===== config.mk =====
export PLATFORM = sky130hd
export DESIGN_NAME = pilha_lifo
export DESIGN_NICKNAME = d
export VERILOG_FILES = /design/src/rtl/pilha_pkg.sv /design/src/rtl/pilha_mem.sv /design/src/rtl/pilha_lifo.sv
export SDC_FILE = /design/constraint.sdc
export NUM_CORES = 1
export LEC_CHECK = 0
export BUFFER_PORTS_ARGS = -buffer_cell sky130_fd_sc_hd__buf_2
export CAP_MARGIN = 20
export CORE_MARGIN = 1.5
export CORE_UTILIZATION = 50
export DETAILED_ROUTE_END_ITERATION = 10
export GPL_TIMING_DRIVEN = 0
export HOLD_SLACK_MARGIN = 0.08
export PLACE_DENSITY = 0.67
export SLEW_MARGIN = 25
export SYNTH_ARGS = -nofsm -noshare
export SYNTH_HDL_FRONTEND = slang
export SYNTH_SLANG_ARGS = --single-unit

===== constraint.sdc =====
create_clock -name clock -period 4.7 [get_ports clock]
set_input_delay 0 -clock clock [delete_from_list [all_inputs] [get_ports clock]]
set_output_delay 0 -clock clock [all_outputs]
set_load 0.03 [all_outputs]

===== src/rtl/pilha_pkg.sv =====
// pilha_pkg: command codes and default sizes shared by the stack and the UC.
// Keep the encoding stable; the UC drives controle_pilha with these values.
package pilha_pkg;

    localparam int LARGURA_PADRAO      = 16;
    localparam int PROFUNDIDADE_PADRAO = 16;

    typedef enum logic [2:0] {
        CMD_NOP   = 3'd0,
        CMD_PUSH  = 3'd1,
        CMD_POP   = 3'd2,
        CMD_POP2  = 3'd3,
        CMD_REPL1 = 3'd4,
        CMD_REPL2 = 3'd5,
        CMD_CLEAR = 3'd6
    } cmd_e;

endpackage


===== src/rtl/pilha_mem.sv =====
// pilha_mem: stack storage, one synchronous write port and two async reads.
// Not reset; only entries below the count are ever observed.
module pilha_mem #(
    parameter int LARGURA      = 16,
    parameter int PROFUNDIDADE = 16,
    localparam int AW          = $clog2(PROFUNDIDADE)
) (
    input  logic               clock,
    input  logic               i_we,
    input  logic [AW-1:0]      i_waddr,
    input  logic [LARGURA-1:0] i_wdata,
    input  logic [AW-1:0]      i_raddr_a,
    input  logic [AW-1:0]      i_raddr_b,
    output logic [LARGURA-1:0] o_rdata_a,
    output logic [LARGURA-1:0] o_rdata_b
);

    logic [LARGURA-1:0] r_mem [PROFUNDIDADE];

    // single write port
    always_ff @(posedge clock) begin
        if (i_we) r_mem[i_waddr] <= i_wdata;
    end

    assign o_rdata_a = r_mem[i_raddr_a];
    assign o_rdata_b = r_mem[i_raddr_b];

endmodule


===== src/rtl/pilha_lifo.sv =====
// pilha_lifo: hardware operand stack with count, sticky error flags and ack.
// Rejected commands leave memory and count untouched; only the flags move.
module pilha_lifo
    import pilha_pkg::*;
#(
    parameter int LARGURA      = LARGURA_PADRAO,
    parameter int PROFUNDIDADE = PROFUNDIDADE_PADRAO,
    localparam int AW          = $clog2(PROFUNDIDADE),
    localparam int CW          = $clog2(PROFUNDIDADE) + 1
) (
    input  logic               clock,
    input  logic               reset,
    input  logic               pilha_wren,
    input  logic [2:0]         controle_pilha,
    input  logic [LARGURA-1:0] data_pilha,
    output logic [LARGURA-1:0] topo,
    output logic [LARGURA-1:0] segundo,
    output logic [CW-1:0]      contagem,
    output logic               vazia,
    output logic               cheia,
    output logic               ack,
    output logic               overflow,
    output logic               underflow
);

    logic [CW-1:0]      r_count;
    logic               r_ack;
    logic               r_ovf;
    logic               r_unf;

    logic [CW-1:0]      w_cnt_nxt;
    logic               w_we;
    logic [AW-1:0]      w_waddr;
    logic               w_ovf_set;
    logic               w_unf_set;
    logic               w_clr;
    logic               w_vazia;
    logic               w_cheia;
    logic               w_ge2;
    logic [AW-1:0]      w_ra_topo;
    logic [AW-1:0]      w_ra_seg;
    logic [LARGURA-1:0] w_rd_topo;
    logic [LARGURA-1:0] w_rd_seg;

    assign w_vazia   = (r_count == '0);
    assign w_cheia   = (r_count == CW'(PROFUNDIDADE));
    assign w_ge2     = (r_count >= CW'(2));
    assign w_ra_topo = r_count[AW-1:0] - AW'(1);
    assign w_ra_seg  = r_count[AW-1:0] - AW'(2);

    // command decode: next count, write request and error requests
    always_comb begin
        w_cnt_nxt = r_count;
        w_we      = 1'b0;
        w_waddr   = r_count[AW-1:0];
        w_ovf_set = 1'b0;
        w_unf_set = 1'b0;
        w_clr     = 1'b0;
        if (pilha_wren) begin
            case (controle_pilha)
                CMD_PUSH: begin
                    if (w_cheia) w_ovf_set = 1'b1;
                    else begin
                        w_we      = 1'b1;
                        w_cnt_nxt = r_count + CW'(1);
                    end
                end
                CMD_POP: begin
                    if (w_vazia) w_unf_set = 1'b1;
                    else w_cnt_nxt = r_count - CW'(1);
                end
                CMD_POP2: begin
                    if (!w_ge2) w_unf_set = 1'b1;
                    else w_cnt_nxt = r_count - CW'(2);
                end
                CMD_REPL1: begin
                    if (w_vazia) w_unf_set = 1'b1;
                    else begin
                        w_we    = 1'b1;
                        w_waddr = w_ra_topo;
                    end
                end
                CMD_REPL2: begin
                    if (!w_ge2) w_unf_set = 1'b1;
                    else begin
                        w_we      = 1'b1;
                        w_waddr   = w_ra_seg;
                        w_cnt_nxt = r_count - CW'(1);
                    end
                end
                CMD_CLEAR: begin
                    w_clr     = 1'b1;
                    w_cnt_nxt = '0;
                end
                default: ;
            endcase
        end
    end

    // reset must also block the write so a coincident strobe is discarded
    pilha_mem #(
        .LARGURA     (LARGURA),
        .PROFUNDIDADE(PROFUNDIDADE)
    ) u_mem (
        .clock    (clock),
        .i_we     (w_we & ~reset),
        .i_waddr  (w_waddr),
        .i_wdata  (data_pilha),
        .i_raddr_a(w_ra_topo),
        .i_raddr_b(w_ra_seg),
        .o_rdata_a(w_rd_topo),
        .o_rdata_b(w_rd_seg)
    );

    // count, ack and sticky flags
    always_ff @(posedge clock or posedge reset) begin
        if (reset) begin
            r_count <= '0;
            r_ack   <= 1'b0;
            r_ovf   <= 1'b0;
            r_unf   <= 1'b0;
        end else begin
            r_count <= w_cnt_nxt;
            r_ack   <= pilha_wren;
            if (w_clr) begin
                r_ovf <= 1'b0;
                r_unf <= 1'b0;
            end else begin
                r_ovf <= r_ovf | w_ovf_set;
                r_unf <= r_unf | w_unf_set;
            end
        end
    end

    assign topo      = w_vazia ? '0 : w_rd_topo;
    assign segundo   = w_ge2 ? w_rd_seg : '0;
    assign contagem  = r_count;
    assign vazia     = w_vazia;
    assign cheia     = w_cheia;
    assign ack       = r_ack;
    assign overflow  = r_ovf;
    assign underflow = r_unf;

endmodule


Yosys cells after proc, flatten, opt, wreduce, memory -nomap -nowiden
Memories as Yosys holds them, arrays and structs flattened.
Index checks and enable logic that the tools add are counted.
- flip-flop bits (word level): 8
- bits in writable memories: 256
- input port bits: 22
- output and inout bits: 42
- word-level logic and storage cells: 60
- memories: 1
- memories (memory ; words ; width ; read ports ; clocked after memory_dff ; wr ports ; line ; RTL):
    u_mem.r_mem ; 16 ; 16 ; 2 ; 0 ; 1 ; pilha_mem.sv:18 ; logic [LARGURA-1:0] r_mem [PROFUNDIDADE];
- $add $sub $neg: 5
- $lt $le $gt $ge: 1
- equal/unequal tests: 11
- muxes and demuxes: 29
- bitwise gates (word level): 4
- reductions and logical operators: 5
- operator list (operator ; count):
    $mux 16 ; 2
    $pmux 5 s5 ; 1
    $mux 5 ; 4
    $mux 1 ; 16
    $mux 4 ; 3
    $eq 3x3->1 const B ; 3
    $ne 2x2->1 const B ; 4
    $pmux 4 s2 ; 1
    $eq 3x2->1 const B ; 2
    $reduce_and 6->1 ; 1
    $add 5x1->5 const B ; 1
    $eq 5x5->1 const B ; 1
    $ge 5x2->1 const B ; 1
    $logic_not 5->1 ; 1
    $reduce_bool 5->1 ; 1
    $sub 5x1->5 const B ; 1
    $sub 5x2->5 const B ; 1
    $reduce_or 2->1 ; 2
    $sub 4x1->4 const B ; 1
    $sub 4x2->4 const B ; 1
    $eq 3x1->1 const B ; 1
    $pmux 1 s3 ; 1
    $or 1x1->1 ; 2
    $pmux 1 s2 ; 1
    2 further kinds ; 2

Logic depth before layout (Yosys ltp)
- word-level depth: 7
- gate-level depth with buffers: 11
- gate-level depth less buffers: 9

By module
Synthesis repeated with hierarchy kept, for this count alone.
- cells, all modules: 720
- area total of the unflattened synthesis: 12926.1 um2
- modules (own cells, without submodules) (module ; times used ; cells an instance ; area each (um2) ; sequential area each (um2)):
    pilha_mem ; 1 ; 553 ; 11673.7 ; 7687.4
    pilha_lifo ; 1 ; 167 ; 1252.5 ; 200.2

Worst setup path after synthesis
OpenSTA, ideal clock, no wires.
- path type: register to register
- from: register r_count[0], in the netlist contagem[0]
- to: memory u_mem.r_mem[1][0], enable pin
- library setup time: 409 ps
- arrival time: 3629 ps
- data required time: 4291 ps
- setup slack: 662 ps
- cell stages (with the launch flop): 11
- buffers on the path: 3
- period minus slack after synthesis: 4038 ps
- path through: dfrtp_1 > buf_6 > buf_2 > buf_2 > inv_1 > ha_1 > nor4b_2 > nor3_1 > xnor2_1 > nand4_1 > nor3_1
- cells in the longest elaborated chain, start to end: 7
- elaborated cells between the ends (all ways): 17
- classes of those cells: 2 x add/sub; 1 x order compare; 1 x eq/ne; 11 x mux; 1 x bitwise; 1 x reduce/logical
- ends and longest elaborated chain (item ; line ; RTL):
    from (decl) ; pilha_lifo.sv:26 ; logic [CW-1:0] r_count;
    from (signal assigned) ; pilha_lifo.sv:123 ; r_count <= w_cnt_nxt;
    $ge 5x2->1, or another cell as far along ; pilha_lifo.sv:47 ; assign w_ge2 = (r_count >= CW'(2));
    $mux 1 (on tied branches) ; pilha_lifo.sv:84, pilha_lifo.sv:62, pilha_lifo.sv:77 ;
    $pmux 1 s3 ; pilha_lifo.sv:60 ; case (controle_pilha)
    $mux 1 ; pilha_lifo.sv:59 ; if (pilha_wren) begin
    $and 1x1->1 ; pilha_lifo.sv:106 ; .i_we (w_we & ~reset),
    $mux 1 ; pilha_mem.sv:22 ; if (i_we) r_mem[i_waddr] <= i_wdata;
    $mux 1 (not written as such) ; pilha_mem.sv:22 ;
    to (decl) ; pilha_mem.sv:18 ;
Several ways; a longest one is shown, not always the timed one.

Final worst setup path
- from: register r_count[0], in the netlist contagem[0]
- to: output port topo[13]
- cells in the longest elaborated chain, start to end: 3
- elaborated cells between the ends (all ways): 4
- classes of those cells: 1 x add/sub; 1 x mux; 1 x reduce/logical; 1 x memory
- ends and longest elaborated chain (item ; line ; RTL):
    $sub 4x1->4 ; pilha_lifo.sv:48 ; assign w_ra_topo = r_count[AW-1:0] - AW'(1);
    $mem_v2 16x16 ; -- ;
    $mux 16 * ; pilha_lifo.sv:135 ; assign topo = w_vazia ? '0 : w_rd_topo;
    to (decl) ; pilha_lifo.sv:16 ; output logic [LARGURA-1:0] topo,
Mark *: on every way between the ends. The rest lies on a longest branch, timed or not.

==> impl_summary.txt <==
----------------------------------------------------
[Outcome]
  Result of the run ... finished, final reports clean

[Drt]
  Final routed wire length divided by cell count ... 30.7 um
  WL final ... 36200 um
  Vias ... 8063
  DRC violation total after the first TritonRoute iteration ... 939
  Residual DRC ... 0
  Antenna-violating nets left ... 0
  Detailed Routing Iterations Pass 1 ... 7
  Via-per-instance ratio ... 6.83

[Pwr]
  Standby leakage power ... 5.09 nW
  Pwr per Cell Area ... 720 nW/um2
  Worst vdd ir ... 525 uV

[Setup path]
  Top delay family on crit path ... buffers and inverters
  Worst path required time ... 4700 ps
  Crit path launch type ... flip-flop
  Largest incremental delay on the critical path ... 580 ps
  CP endpoint kind ... primary output
  Number of buffer and inverter instances along the worst setup path ... 7
  Critical path cell sequence ... buf_6 > buf_2 > buf_2 > inv_1 > ha_1 > buf_2 > clkbuf_4 > mux4_2 > a211oi_1 > a211oi_1 > buf_2
  Max stage delay cell, worst path ... sky130_fd_sc_hd__mux4_2
  Data arrival time of the critical path ... 4510 ps
  Critical setup path kind ... flip-flop to primary output
  Critical Path Most Common Cell ... sky130_fd_sc_hd__buf_2
  Largest fanout of any net on the critical path ... 10

[Timing]
  Min Clock Period, post-route ... 4510 ps
  Headroom to the max-slew limit ... 28.3%
  Highest achievable clock rate ... 0.222 GHz
  Final Hold Violating Endpoints ... 0
  Part of the cycle the worst path needs ... 96.0%
  Fin. max-slew vios ... 0
  Transition time at the pin with the least slew margin ... 1080 ps
  Setup repair after global routing missed its margin ... no
  Final clock skew ... 12.2 ps
  # setup viols final ... 0

[Placement]
  Placed wire-length estimate ... 25100 um
  IO Port Bufs ... 62
  Placed standard-cell area ... 14100 um2
  Placed insts ... 1109
  Final Wtd Congestion ... 0.892

[Global routing]
  Number of global-route vias before repair ... 8228
  Fraction of met1 tracks used by global routing ... 39.9%
  First-pass GRT wire length ... 53500 um
  Met3 GRT Util ... 6.01%
  Met2 global-route usage ... 43.4%
  Largest net degree at the start of global routing ... 17
  Remaining global-route overflow ... 0
  GRT Max-Usage Layer ... met2
  Overall global routing resource usage ... 28.2%
  Antenna violations before repair ... 0

[Floorplanning]
  Initial standard-cell utilization of the core ... 51.3%
  I/O Pins ... 64
  Vert. Die Dim ... 164 um
  Die span in x ... 164 um
  Die area ... 27000 um2
  Num rows ... 58
  Core outline area ... 25400 um2

[Run]
  # Max-Cap Violations ... 0

[Logic synthesis]
  Prevailing post-synth register cell ... sky130_fd_sc_hd__edfxtp_1
  Cell accounting for the most synthesized area ... sky130_fd_sc_hd__edfxtp_1
  Async set or reset register ratio after synthesis ... 3.03%
  Netlist Area Pre-Place ... 13000 um2
  Post-synthesis sequential area ratio ... 60.6%
  Most instantiated cells after synthesis ... sky130_fd_sc_hd__edfxtp_1, sky130_fd_sc_hd__mux4_2, sky130_fd_sc_hd__nor2b_1
  Average cell area after synthesis ... 19.0 um2
  YS warnings ... 0
  Area contributors post-synth ... sky130_fd_sc_hd__edfxtp_1, sky130_fd_sc_hd__mux4_2, sky130_fd_sc_hd__a211oi_1, sky130_fd_sc_hd__nor2b_1, sky130_fd_sc_hd__dfrtp_1
  Synthesized flop and latch total ... 264
  Share of Yosys cell area claimed by the top area cell type ... 59.1%
  Number of cells produced by synthesis ... 684
  Number of distinct library cells after synthesis ... 63
  EDFF count, synth ... 256
  Most repeated cell in the gate-level netlist after synthesis ... sky130_fd_sc_hd__edfxtp_1
  Synthesized netlist net count ... 715

[Final layout]
  P&R area growth vs syn ... 17.3%
  Sequential cell area ... 7890 um2
  Proportion of layout cells with a drive suffix above 1 ... 40.8%
  Multi-input gate area ... 4920 um2
  Design Area, Final ... 15300 um2
  Count of fill cells added during filler insertion ... 1847
  Nets ... 861
  Fin cells ... 1181
  Post-layout util ... 60.1%
  Antenna diode count ... 0

[Clock network]
  Sink count of the clock tree ... 264
  Post-CTS Repair Setup Buffers ... 0
  Maximum number of buffers from clock root to sink ... 3
  Skew-Pair Late Insertion Delay ... 540 ps
  Clock transition at the registers of the reported paths ... 60 ps
  Number of H-tree levels ... 1
  Clock tree from TritonCTS ... built
  Clock Tree Root ... sky130_fd_sc_hd__clkbuf_16
  CTS Buf Count ... 28

[Worst hold path]
  Worst Hold Class ... primary input to flip-flop

----------------------------------------------------
routing by layer:
metal,routed length (um),vias to the layer above
met5,0,-
met4,1570,0
met3,3790,94
met2,16700,534
met1,14200,4198
li1,-,3237
sequential cells by signal (all words and copies together), names as in the netlist:
signal / cells
overflow: 1
ack: 1
contagem: 5
u_mem.r_mem: 256
underflow: 1
cells in the final DEF, fill, tap and decap left out, drive strengths merged, types with 4 or more instances in the layout:
cell type	synthesis	layout
a211oi	32	32
a21oi	6	6
buf	36	130
bufinv	0	5
clkbuf	17	52
clkinv	1	11
dfrtp	8	8
dlygate4sd3	0	22
edfxtp	256	256
ha	8	8
inv	6	7
mux2i	19	19
mux4	144	144
nand2	14	14
nand2b	4	4
nor2b	36	36
nor3	21	21
o211ai	5	5
o21ai	7	7
xnor2	5	5
timing repair:
item                                    4_1_cts  5_1_grt
endpoints found under the hold margin       269        0
endpoints found under the setup margin        1       15
gates resized for setup                       1        4
hold buffers                                 22        0
cloned                                        0        0
cells by family after synthesis:
kind of cell	after synthesis	synth area share [%]
multiplexers	166	26.7
AO/OA/AOI/OAI	81	4.72
flip-flops	264	60.6
adder cells (fa/ha/maj)	9	0.923
XOR/XNOR	6	0.461
AND/OR/NAND/NOR	98	4.39
buffers and inverters	60	2.25
final cells by class:
class | instances | area share, %
Sequential cell | 264 | 51.6
Multi-Input combinational cell | 360 | 32.2
Timing Repair Buffer | 117 | 5.12
Clock buffer | 35 | 5.09
Tap cell | 330 | 2.70
Buffer | 52 | 1.75
Clock inverter | 16 | 1.34
Inverter | 7 | 0.172
tightest hold or removal path, delay by kind of cell:
| family | cells | cell delay [ps] |
|---|---|---|
| buffers and inverters | 2 | 340 |
| AO/OA/AOI/OAI | 1 | 290 |
through the flow:
stage               setup WS (ps)  hold WS, ps  power (mW)  TNS, ps
floorplan                     662         -176        6.95        0
global placement            -1510        -9.49        8.57  -333040
detailed placement            368         2.38        8.66        0
CTS                           122          135        11.0        0
global route                 8.57          183        11.4        0
finish                        190          149        11.0        0
report_power, final:
part	leakage (nW)	switching, mW	internal [mW]
registers	2.39	0.0473	2.65
clock network	0.487	0.886	1.44
logic	2.21	3.58	2.40
worst paths after layout:
check	start	slack, ps	endpoint	cells after the start
max	contagem[0]	190	topo[13]	11
min	controle_pilha[1]	150	contagem[0]	3
max reg2reg	contagem[0]	230	u_mem.r_mem[0][1]	11
min reg2reg	underflow	540	underflow	1
max in group asynchronous	reset	3880	overflow	4
min in group asynchronous	reset	550	contagem[4]	4
No activity file was read; power rests on OpenSTA's default activity.
